$ cat src/rtl/stage_pkg.sv
// rtl/stage_pkg.sv - shared defaults and width helper for the conditioning stages
package stage_pkg;

  localparam int SYNC_STAGES_DEF = 2;
  localparam int DEB_CYCLES_DEF  = 4;
  localparam int DIV_DEF         = 8;

  // Counter width that can hold n-1; a single-state counter still gets one bit.
  function automatic int cnt_width(input int n);
    return (n > 1) ? $clog2(n) : 1;
  endfunction

endpackage

$ cat src/rtl/sync_chain.sv
// rtl/sync_chain.sv - multi-flop synchroniser for an asynchronous level
module sync_chain #(
  parameter int DEPTH = 2
) (
  input  logic clk,
  input  logic rst,
  input  logic d,
  output logic q
);

  logic [DEPTH-1:0] sr;

  always_ff @(posedge clk or posedge rst) begin
    if (rst) begin
      sr <= '0;
    end else begin
      sr <= {sr[DEPTH-2:0], d};
    end
  end

  assign q = sr[DEPTH-1];

endmodule

$ cat src/rtl/stage1_condition.sv
// rtl/stage1_condition.sv - synchronise and debounce din into ff1, and generate sample strobe a
module stage1_condition
  import stage_pkg::*;
#(
  parameter int SYNC_STAGES = SYNC_STAGES_DEF,
  parameter int DEB_CYCLES  = DEB_CYCLES_DEF,
  parameter int DIV         = DIV_DEF
) (
  input  logic clk,
  input  logic rst,
  input  logic din,
  input  logic en,
  output logic ff1,
  output logic a,
  output logic chg
);

  localparam int CNT_W = cnt_width(DEB_CYCLES);
  localparam int DIV_W = cnt_width(DIV);
  localparam logic [CNT_W-1:0] CNT_MAX = CNT_W'(DEB_CYCLES - 1);
  localparam logic [DIV_W-1:0] DIV_MAX = DIV_W'(DIV - 1);

  generate
    if (SYNC_STAGES < 2 || DEB_CYCLES < 1 || DIV < 2) begin : g_bad_params
      $error("stage1_condition: illegal parameters SYNC_STAGES=%0d DEB_CYCLES=%0d DIV=%0d",
             SYNC_STAGES, DEB_CYCLES, DIV);
    end
  endgenerate

  logic             s;
  logic [CNT_W-1:0] cnt;
  logic [DIV_W-1:0] div;

  sync_chain #(
    .DEPTH(SYNC_STAGES)
  ) u_sync (
    .clk(clk),
    .rst(rst),
    .d  (din),
    .q  (s)
  );

  // Any matching cycle restarts the count; with DEB_CYCLES=1 cnt stays at 0.
  always_ff @(posedge clk or posedge rst) begin
    if (rst) begin
      cnt <= '0;
      ff1 <= 1'b0;
      chg <= 1'b0;
    end else if (s == ff1) begin
      cnt <= '0;
      chg <= 1'b0;
    end else if (cnt != CNT_MAX) begin
      cnt <= cnt + 1'b1;
      chg <= 1'b0;
    end else begin
      cnt <= '0;
      ff1 <= s;
      chg <= 1'b1;
    end
  end

  // Dropping en clears the phase, so each enable restarts a full period.
  always_ff @(posedge clk or posedge rst) begin
    if (rst) begin
      div <= '0;
      a   <= 1'b0;
    end else if (!en) begin
      div <= '0;
      a   <= 1'b0;
    end else if (div == DIV_MAX) begin
      div <= '0;
      a   <= 1'b1;
    end else begin
      div <= div + 1'b1;
      a   <= 1'b0;
    end
  end

endmodule

$ cat config.mk
export PLATFORM = sky130hd
export DESIGN_NAME = stage1_condition
export DESIGN_NICKNAME = d
export VERILOG_FILES = /design/src/rtl/stage_pkg.sv /design/src/rtl/sync_chain.sv /design/src/rtl/stage1_condition.sv
export SDC_FILE = /design/constraint.sdc
export NUM_CORES = 1
export LEC_CHECK = 0
export CAP_MARGIN = 5
export CORE_AREA = 2 2 39 41
export DETAILED_ROUTE_END_ITERATION = 10
export DIE_AREA = 0 0 41 43
export GPL_TIMING_DRIVEN = 0
export HOLD_SLACK_MARGIN = 0.06
export PLACE_DENSITY_LB_ADDON = 0.3
export SYNTH_ARGS = -nofsm -noshare
export SYNTH_HDL_FRONTEND = slang
export SYNTH_SLANG_ARGS = --single-unit
$ cat constraint.sdc
create_clock -name clk -period 1.5 [get_ports clk]
set_input_delay 0.225 -clock clk [delete_from_list [all_inputs] [get_ports clk]]
set_output_delay 0.225 -clock clk [all_outputs]
set_load 0.01 [all_outputs]
==> run summary, run 1 <==
outcome = finished, final reports clean
DIE AREA = 1760 µm²
Worst Tran Pin Value = 358 ps
CP Cell Sequence = clkdlybuf4s50_1
# Post-CTS Setup Buffers = 0
register area = 250 µm²
share of layout cells above drive strength 1 = 0.152
Rows = 14
area added between synthesis and finish = 31.8%
initial antenna violation count = 0
CP arrival = 1170 ps
Largest stage delay, worst path = 550 ps
Flop pwr share = 0.482
Reg2Reg Depth = 3
Worst R2R End = div[2]
Sink Count = 10
Routed WL per cell = 10.7 µm
CP max stage cell = clkdlybuf4s50_1
sequential area share after synthesis = 0.685
diode count = 0
Slew Viols, Final = 0
Max Clock Skew = 3.53 ps
final worst path period need = 1400 ps
final hold vios = 0
max_cap viols = 0
crit path buf inv count = 1
largest net degree at the start of global routing = 11
Post-Syn Instances = 23
Crit path required time = 1270 ps
synthesized area = 365 µm²
yosys warns = 0
core box area = 1380 µm²
multi-input logic area = 111 µm²
clock group share of total power = 0.327
sw frac = 0.236
startpoint types = flip-flop
Post-CTS Resized = 0
drt pass-1 iters = 1
RSZ-0062 raised after global routing = false
Die Y-Extent = 43 µm
Final WS setup = 102 ps
Worst slew margin = 0.761
Peak Freq = 715 MHz
Worst IR Drop VDD = 0.000441 V
CTS root buffer = clkbuf_4
cell family with most CP delay = buffers and inverters
top_reg_cell synth = dfrtp_1
largest area contributor in the netlist = dfrtp_1
CTS buffer count = 3
via count = 201
fin nets = 41
first-pass GRT wire length = 966 µm
overall power = 719 µW
Placed Instances = 45
H-tree levels = 1
post-synth top area share = 0.685
GP Congestion = 0.545
Worst R2R Setup Slack = 380 ps
Overall Global Routing Usage = 0.0919
top cells by count, synth = dfrtp_1, and2_1, ha_1
Initial Utilization = 0.264
Vias per Instance = 4.10
Syn Nets = 30
Min Hold Slack = 233 ps
Starting DRT DRC Count = 0
Synth cell types = 9
Logic pwr share = 0.191
NetSw = 169 µW
CTS tree = done
Synth Register Bits = 10
Synth async-reset ratio = 1.00
top-level I/O count = 7
final wirelength = 523 µm
pre-CTS WS = 374 ps
Synth area leaders = dfrtp_1, ha_1, and2_1
type of the worst setup path = flip-flop to output port
hold_buf cts = 0
Worst-path clk slew = 60 ps
CTS max path bufs = 2
crit path max fanout = 3
number of synthesized flops with an enable pin = 0
DRC = 0
Final TNS setup = 0 ps
Worst Hold Class = input port to async pin
Final Non-Filler Cells = 49
Die X = 41 µm
Routed Antenna Nets = 0
period utilization = 0.932
P per Cell Area = 1490 nW/µm²
Syn Area/Cell = 15.9 µm²
Pint = 550 µW
Layout fillers = 148
Worst-Skew Late Latency = 260 ps
number of global-route vias before repair = 245
GRT overflow = 0
cell with the most instances after synthesis = dfrtp_1
Critical Path Sink Type = output port
worst reg2reg path startpoint = div[0]
IO Port Bufs = 6
Leak Pwr = 0.239 nW
Final setup viols = 0
==> per-layer routing <==
| metal | vias to the layer above | track usage | share of wire |
|---|---|---|---|
| met1 | 98 | 0.0850 | 0.33 |
| met2 | 5 | 0.138 | 0.60 |
| li1 | 96 | - | - |
| met3 | 2 | 0.0471 | 0.050 |
| met4 | 0 | 0.0800 | 0.017 |
| met5 | - | 0 | 0 |
==> registers in the layout, indices dropped and copies added (netlist names) <==
register / flops
cnt: 2
chg: 1
u_sync.sr: 2
a: 1
div: 3
ff1: 1
==> worst max-delay path by stage <==
stage	startpoint	endpoint	slack [ps]	depth (start not counted)
after global routing	ff1	ff1	50	1
after CTS	ff1	ff1	80	1
final	ff1	ff1	100	1
after global placement	ff1	ff1	380	1
after floorplan	div[0]	div[2]	460	3
after detailed placement	ff1	ff1	370	1
==> cells by family after synthesis <==
group | after synthesis | synth area share
flops | 10 | 0.685
fa+ha+maj | 3 | 0.103
buf+inv | 1 | 0.0103
mux | 1 | 0.0308
simple gates | 7 | 0.147
xor+xnor | 1 | 0.0240
==> area by class of cell <==
type / instances / area share
sequential: 10 / 0.519
multi-input combinational: 12 / 0.231
timing repair buffer: 6 / 0.125
clock buffer: 4 / 0.0753
tap: 16 / 0.0416
inverter: 1 / 0.00779
==> per-stage QoR <==
step           utilization  instance area, µm²
2_1_floorplan            -                 365
3_3_place_gp         0.322                 445
3_5_place_dp         0.322                 445
4_1_cts              0.348                 482
5_1_grt              0.348                 482
6_report             0.348                 482
==> power groups by stage <==
stage	Combinational [mW]	Clock [mW]	Sequential (mW)
final	0.137	0.235	0.347
after global routing	0.157	0.269	0.354
after CTS	0.143	0.245	0.348
after floorplan	0.0732	0	0.355
after detailed placement	0.142	0	0.354
after global placement	0.133	0	0.348
==> layout by cell type (no fill, tap or decap) <==
cell,netlist,final
mux2_1,1,1
dfrtp_1,10,10
and3b_1,1,1
nor3b_1,1,1
inv_1,1,1
xor2_1,1,1
and2_1,4,4
clkbuf_4,0,3
clkbuf_8,0,1
nor3b_2,1,1
ha_1,3,3
clkdlybuf4s50_1,0,6
Note: power is estimated with default switching activity, not from simulation.
==> run 2, diff against run 1 <==
- SKIP_LAST_GASP: not set -> 1
==> results of run 2 <==
Final layout, timing and power as in run 1 (identical DEF).
==> run 3, diff against run 2 <==
- PLACE_DENSITY: not set -> 0.59
- PLACE_DENSITY_LB_ADDON: 0.3 -> not set
==> run summary, run 3 (synthesis results as in run 1) <==
Die Y-Extent = 43 µm
Worst-Skew Late Latency = 260 ps
Crit. Startpoint = ff1
via count = 201
Max Clock Skew = 0.425 ps
Worst-path clk slew = 70 ps
fin nets = 41
Worst IR Drop VDD = 0.000751 V
GP Congestion = 0.575
DRC = 0
Layout fillers = 128
initial antenna violation count = 0
Die X = 41 µm
final hold vios = 0
Cell Area, Placed = 445 µm²
Worst Tran Pin Value = 352 ps
type of the worst setup path = flip-flop to output port
multi-input logic area = 111 µm²
GRT overflow = 0
pre-CTS WS = 369 ps
Min Hold Slack = 232 ps
area added between synthesis and finish = 31.8%
hold_buf cts = 0
IO Port Bufs = 6
Design Area, Final = 482 µm²
period utilization = 0.944
Vias per Instance = 4.10
core box area = 1380 µm²
share of layout cells above drive strength 1 = 0.152
# Post-CTS Setup Buffers = 0
final worst path period need = 1420 ps
CP Cell Sequence = clkdlybuf4s50_1
Placed Instances = 45
max FFs per register = 3
Initial Utilization = 0.264
Reg2Reg Depth = 3
RSZ-0062 raised after global routing = false
worst reg2reg path startpoint = div[0]
Worst R2R Setup Slack = 400 ps
max_cap viols = 0
top-level I/O count = 7
Final Non-Filler Cells = 49
Final setup viols = 0
Final WS setup = 84.2 ps
Post-CTS Resized = 0
drt pass-1 iters = 1
crit path max fanout = 3
Rows = 14
commonest non-fill, non-tap cells in the layout = dfrtp_1, clkdlybuf4s50_1, and2_1, ha_1, clkbuf_4
final wirelength = 510 µm
Routed WL per cell = 10.4 µm
CTS root buffer = clkbuf_4
register area = 250 µm²
Sink Count = 10
most common cell after layout, fill and taps aside = dfrtp_1
Overall Global Routing Usage = 0.0860
CTS tree = done
Worst slew margin = 0.765
Leak Pwr = 0.239 nW
Critical Path Sink Type = output port
first-pass GRT wire length = 952 µm
P per Cell Area = 1500 nW/µm²
Slew Viols, Final = 0
CTS buffer count = 3
crit path buf inv count = 1
Largest stage delay, worst path = 550 ps
DIE AREA = 1760 µm²
Regs by FF count = div x3, cnt x2, u_sync.sr x2
WP depth = 1
Peak Freq = 706 MHz
CTS max path bufs = 2
largest net degree at the start of global routing = 11
cell family with most CP delay = buffers and inverters
outcome = finished, final reports clean
overall power = 724 µW
Post-DP HPWL = 418 µm
H-tree levels = 1
Setup crit end = ff1
Crit path required time = 1270 ps
Core Util, Final = 0.348
Final TNS setup = 0 ps
Top reg by flops = div
startpoint types = flip-flop
Worst Hold Class = input port to async pin
Starting DRT DRC Count = 0
CP arrival = 1190 ps
Worst R2R End = div[2]
diode count = 0
Routed Antenna Nets = 0
number of global-route vias before repair = 242
CP max stage cell = clkdlybuf4s50_1
==> run 3: cell counts in the layout (fill, tap and decap cells not counted) <==
Identical to the previous run, type by type.
==> run 3: how the worst min path moves through the flow <==
stage | end | slack, ps | cells past startpoint
2_1_floorplan | a | 70 | 1
3_3_place_gp | u_sync.sr[1] | 330 | 0
3_5_place_dp | u_sync.sr[1] | 350 | 0
4_1_cts | ff1 | 250 | 2
5_1_grt | u_sync.sr[1] | 270 | 2
6_report | ff1 | 230 | 2
==> run 3: layout make-up <==
class,instances,area share
Sequential cell,10,0.519
Multi-Input combinational cell,12,0.231
Timing Repair Buffer,6,0.125
Clock buffer,4,0.0753
Tap cell,16,0.0416
Inverter,1,0.00779
==> run 3: power breakdown <==
group / total (mW) / switching, mW / internal [mW]
logic: 0.139 / 0.0550 / 0.0843
clock network: 0.237 / 0.0899 / 0.147
registers: 0.348 / 0.0294 / 0.318
==> run 3: per-layer routing <==
metal,global-route usage,vias up,part of all wire
met5,0,-,0
met4,0.0600,0,0
met3,0.0471,0,0.057
met2,0.122,7,0.57
met1,0.0925,98,0.37
li1,-,96,-
==> RTL edit 1, RTL diff (settings of run 1) <==
Make the reset (`rst`) synchronous in 3 clocked blocks. Comments in the files are not updated.
--- a/src/rtl/sync_chain.sv
+++ b/src/rtl/sync_chain.sv
@@ -10,7 +10,7 @@
 
   logic [DEPTH-1:0] sr;
 
-  always_ff @(posedge clk or posedge rst) begin
+  always_ff @(posedge clk) begin
     if (rst) begin
       sr <= '0;
     end else begin
--- a/src/rtl/stage1_condition.sv
+++ b/src/rtl/stage1_condition.sv
@@ -41,7 +41,7 @@
   );
 
   // Any matching cycle restarts the count; with DEB_CYCLES=1 cnt stays at 0.
-  always_ff @(posedge clk or posedge rst) begin
+  always_ff @(posedge clk) begin
     if (rst) begin
       cnt <= '0;
       ff1 <= 1'b0;
@@ -60,7 +60,7 @@
   end
 
   // Dropping en clears the phase, so each enable restarts a full period.
-  always_ff @(posedge clk or posedge rst) begin
+  always_ff @(posedge clk) begin
     if (rst) begin
       div <= '0;
       a   <= 1'b0;
Formal check against the unedited RTL: differs if rst is asserted again (counterexample within 10 cycles, from zero or initial values and one cycle with rst high); with rst held inactive, the same outputs for 10 cycles.
==> RTL edit 1 against run 1 <==
Clock skew down 0.00061 ns. Worst setup slack better by 0.0028 ns. Hold slack better by 0.21 ns. Design area down 7.5%. Largest cell class unchanged. Non-clock buffer count unchanged. Critical path type unchanged. Sequential cell count unchanged. Routed wire length down 11%. First-iteration DRC count up 1. Synthesized area down 6.2%.
Power is not compared: it rests on default switching activity, and its combinational part moved more than twofold at a synthesized area within 25%.
==> RTL edit 1: results (changes against run 1) <==
metric,value,unit,change
status,"finished, final reports clean",,
r2r_start,div[0],,
n_antenna_cell,0,,unchanged
cp-startpoint,ff1,,
synth_xor_area_frac,0.0255,,+0.00157
fin_nets,44,,+7.3%
wl_per_cell,9.10,um,-15%
synth_area_per_cell,13.2,sq um,-17%
grt_max_degree,9,,-2
synth_cell_types,13,,+4
yosys-mux-area-fraction,0.0292,,-0.00162
async_flop_share,0,,-1.00
rr_endpoint,div[1],,
clock_latency,0.25,ns,
grtUsageTotal,0.0716,,-0.0204
root_buffer,clkbuf_4,,
dp.cells,48,,+6.7%
dr.pass1.iters,2,,+1
dominantRegCellSynth,dfxtp_1,,
cts_buffer_depth,2,,unchanged
grt_pass1_wl,807,um,-16%
clkTransAtPathRegs,0.06,ns,about the same
top_regs,"div x3, cnt x2, u_sync.sr x2",,
ys_top_cells_by_count,"dfxtp_1, ha_1, and2_1, nor2b_1",,
htreeDepth,1,,unchanged
synth_nets,33,,+10%
worstHoldEndpoint,cnt[0],,
drive_gt1_frac,0.143,,-0.00866
peakVddDrop,365,uV,
instances_no_fill,51,,+4.1%
cp_max_fo,3,,unchanged
tightest_slew,0.309,ns,-0.0494 ns
worstHoldPathCells,1,,
antenna_found_initial,0,,unchanged
crit_arrival,1.17,ns,about the same
ys_warn_count,0,,unchanged
hold_path_class,reg2reg,,
ys_top_cells_by_area,"dfxtp_1, ha_1, nor4b_2",,
drtIter0Drc,1,,+1
postCtsSetupBuffers,0,,unchanged
reg2reg_slack,0.40,ns,+0.02 ns
leakage,0.184,nW,
post_cts_resized,0,,unchanged
ys_seq_area_frac,0.584,,-0.101
grt_pass1_vias,203,,-17%
synth-compound-area-share,0,,unchanged
port_buffers,6,,unchanged
skew,0.00292,ns,-0.000615 ns
routabilityCongestion,0.622,,+14%
r2r_cells,4,,+1
via_count,205,,+2.0%
path_delay_family,buffers and inverters,,
hp-start,cnt[0],,
synthAdderAreaFrac,0.109,,+0.00675
finalSetupTns,0,ns,unchanged
RTL edit 1: changes by cell type after synthesis:
cell,run 1,this run
dfxtp_1,0,10
nor4_1,0,1
nor4b_2,0,1
mux2i_1,0,1
xor2_1,1,0
and2b_1,0,1
nor2b_1,0,2
dfrtp_1,10,0
nor2_1,0,1
xnor2_1,0,1
mux2_1,1,0
and2_1,4,2
inv_1,1,0
RTL edit 1: power groups by stage:
| stage | Sequential, mW | Clock (mW) | Combinational, mW |
|---|---|---|---|
| 2_1_floorplan | 0.279 | 0 | 0.00892 |
| 3_3_place_gp | 0.280 | 0 | 0.0204 |
| 3_5_place_dp | 0.280 | 0 | 0.0212 |
| 4_1_cts | 0.274 | 0.176 | 0.0214 |
| 5_1_grt | 0.274 | 0.196 | 0.0235 |
| 6_report | 0.274 | 0.168 | 0.0209 |
RTL edit 1: kinds of logic after synthesis:
| group | count (synthesis) |
|---|---|
| and+or+nand+nor | 11 |
| adders and majority gates | 3 |
| DFF | 10 |
| muxes | 1 |
| xor gates and xnor gates | 1 |
RTL edit 1: final cells by class:
class	count	area (sq um)
multi-input cells	16	143
flip-flops and latches	10	200
fillers	143	938
clock buffers	3	22.5
repair buffers	6	60.1
well taps	16	20.0
RTL edit 1: metrics by stage:
stage	hold slack, ns	setup slack (ns)	util	power (mW)	cell area [sq um]
after floorplan	0.297	0.485	-	0.288	343
after global placement	0.414	0.238	0.306	0.300	423
after detailed placement	0.435	0.217	0.306	0.301	423
after CTS	0.453	0.0855	0.322	0.472	445
after global routing	0.458	0.0560	0.322	0.494	445
final	0.442	0.105	0.322	0.463	445
RTL edit 1: routing by layer:
metal  track usage  share of wire
met5             0              0
met4        0.0600         0.0086
met3        0.0314          0.052
met2         0.103           0.54
met1        0.0749           0.40
==> RTL edit 2, RTL diff (config.mk and constraints of run 1) <==
Made on the original files. The package constant `DIV_DEF` goes from 8 to 16.
--- a/src/rtl/stage_pkg.sv
+++ b/src/rtl/stage_pkg.sv
@@ -3,7 +3,7 @@
 
   localparam int SYNC_STAGES_DEF = 2;
   localparam int DEB_CYCLES_DEF  = 4;
-  localparam int DIV_DEF         = 8;
+  localparam int DIV_DEF         = 16;
 
   // Counter width that can hold n-1; a single-state counter still gets one bit.
   function automatic int cnt_width(input int n);
Function: changed (a bounded check fails within 10 cycles, from zero or initial values and one cycle with rst high).
==> RTL edit 2 against run 1 <==
Worst setup slack worse by 0.0045 ns. Sequential cell count is 1 higher. Hold slack gained 0.0030 ns. Synthesized area increased by 14%. Critical path depth did not move. Combinational power grew 6%. Routed wire length grew 19%. Count of clock-buffer cells in the layout is the same. Utilization is 2.9 points higher. Design area increased by 8.3%. Total power rose by 0.24%. Critical path type unchanged. Critical endpoint unchanged.
==> RTL edit 2: results (changes against run 1) <==
metric,value,unit,change
r2r_cells,4,,+1
ys_top_cells_by_area,"dfrtp_1, ha_1, and2_1",,
dpl_cell_area,495,sq um,+11%
skew,0.00214,ns,-0.00139 ns
drtIter0Drc,5,,+5
synth_xor_area_frac,0.0422,,+0.0182
top_regs,"div x4, cnt x2, u_sync.sr x2",,
crit_slowest_cell,clkdlybuf4s50_1,,
htreeDepth,1,,unchanged
via_per_inst,4.58,,+12%
ys_seq_area_frac,0.663,,-0.0223
routabilityCongestion,0.732,,+34%
via_count,261,,+30%
ys_top_cells_by_count,"dfrtp_1, and2_1, inv_1",,
synth_nets,37,,+23%
grt_max_degree,12,,+1
synthAdderAreaFrac,0.0602,,-0.0425
use_met3,0.0785,,+0.0314
synth-compound-area-share,0.0361,,+0.0361
fin_nets,48,,+17%
grtUsageTotal,0.107,,+0.0152
drive_gt1_frac,0.0976,,-0.0540
yosys-mux-area-fraction,0.0271,,-0.00371
wl_per_cell,10.9,um,+2.2%
peakVddDrop,428,uV,-3.0%
status,"finished, final reports clean",,
rr_endpoint,div[3],,
dp.cells,53,,+18%
dr.pass1.iters,5,,+4
grt_pass1_wl,1.10,mm,+14%
leakage,0.241,nW,+0.97%
grt_use_met2,0.144,,+0.00625
fmax,713,MHz,-0.32%
tightest_slew,0.389,ns,+0.0306 ns
synth_area_per_cell,13.4,sq um,-16%
synth_cell_types,14,,+5
RTL edit 2: report_power, final:
part	internal, mW	switching [mW]
clock network	0.103	0.0968
registers	0.345	0.0315
logic	0.0869	0.0578
RTL edit 2: layout make-up:
| cell class | instances | area, sq um |
|---|---|---|
| tap | 16 | 20.0 |
| fill | 147 | 862 |
| sequential | 11 | 275 |
| timing repair buffer | 6 | 60.1 |
| clock buffer | 4 | 26.3 |
| multi-input combinational | 17 | 129 |
| inverter | 3 | 11.3 |
RTL edit 2: how the worst min path moves through the flow:
stage	cells past startpoint	start	slack (ns)	end
2_1_floorplan	1	rst	0.08	a
3_3_place_gp	0	u_sync.sr[0]	0.34	u_sync.sr[1]
3_5_place_dp	0	u_sync.sr[0]	0.35	u_sync.sr[1]
4_1_cts	2	rst	0.26	chg
5_1_grt	2	rst	0.27	chg
6_report	2	rst	0.24	a
RTL edit 2: routing by layer:
metal,up-vias,share of wire
met1,127,0.39
met3,3,0.063
met2,9,0.52
li1,122,-
met4,0,0.027
met5,-,0
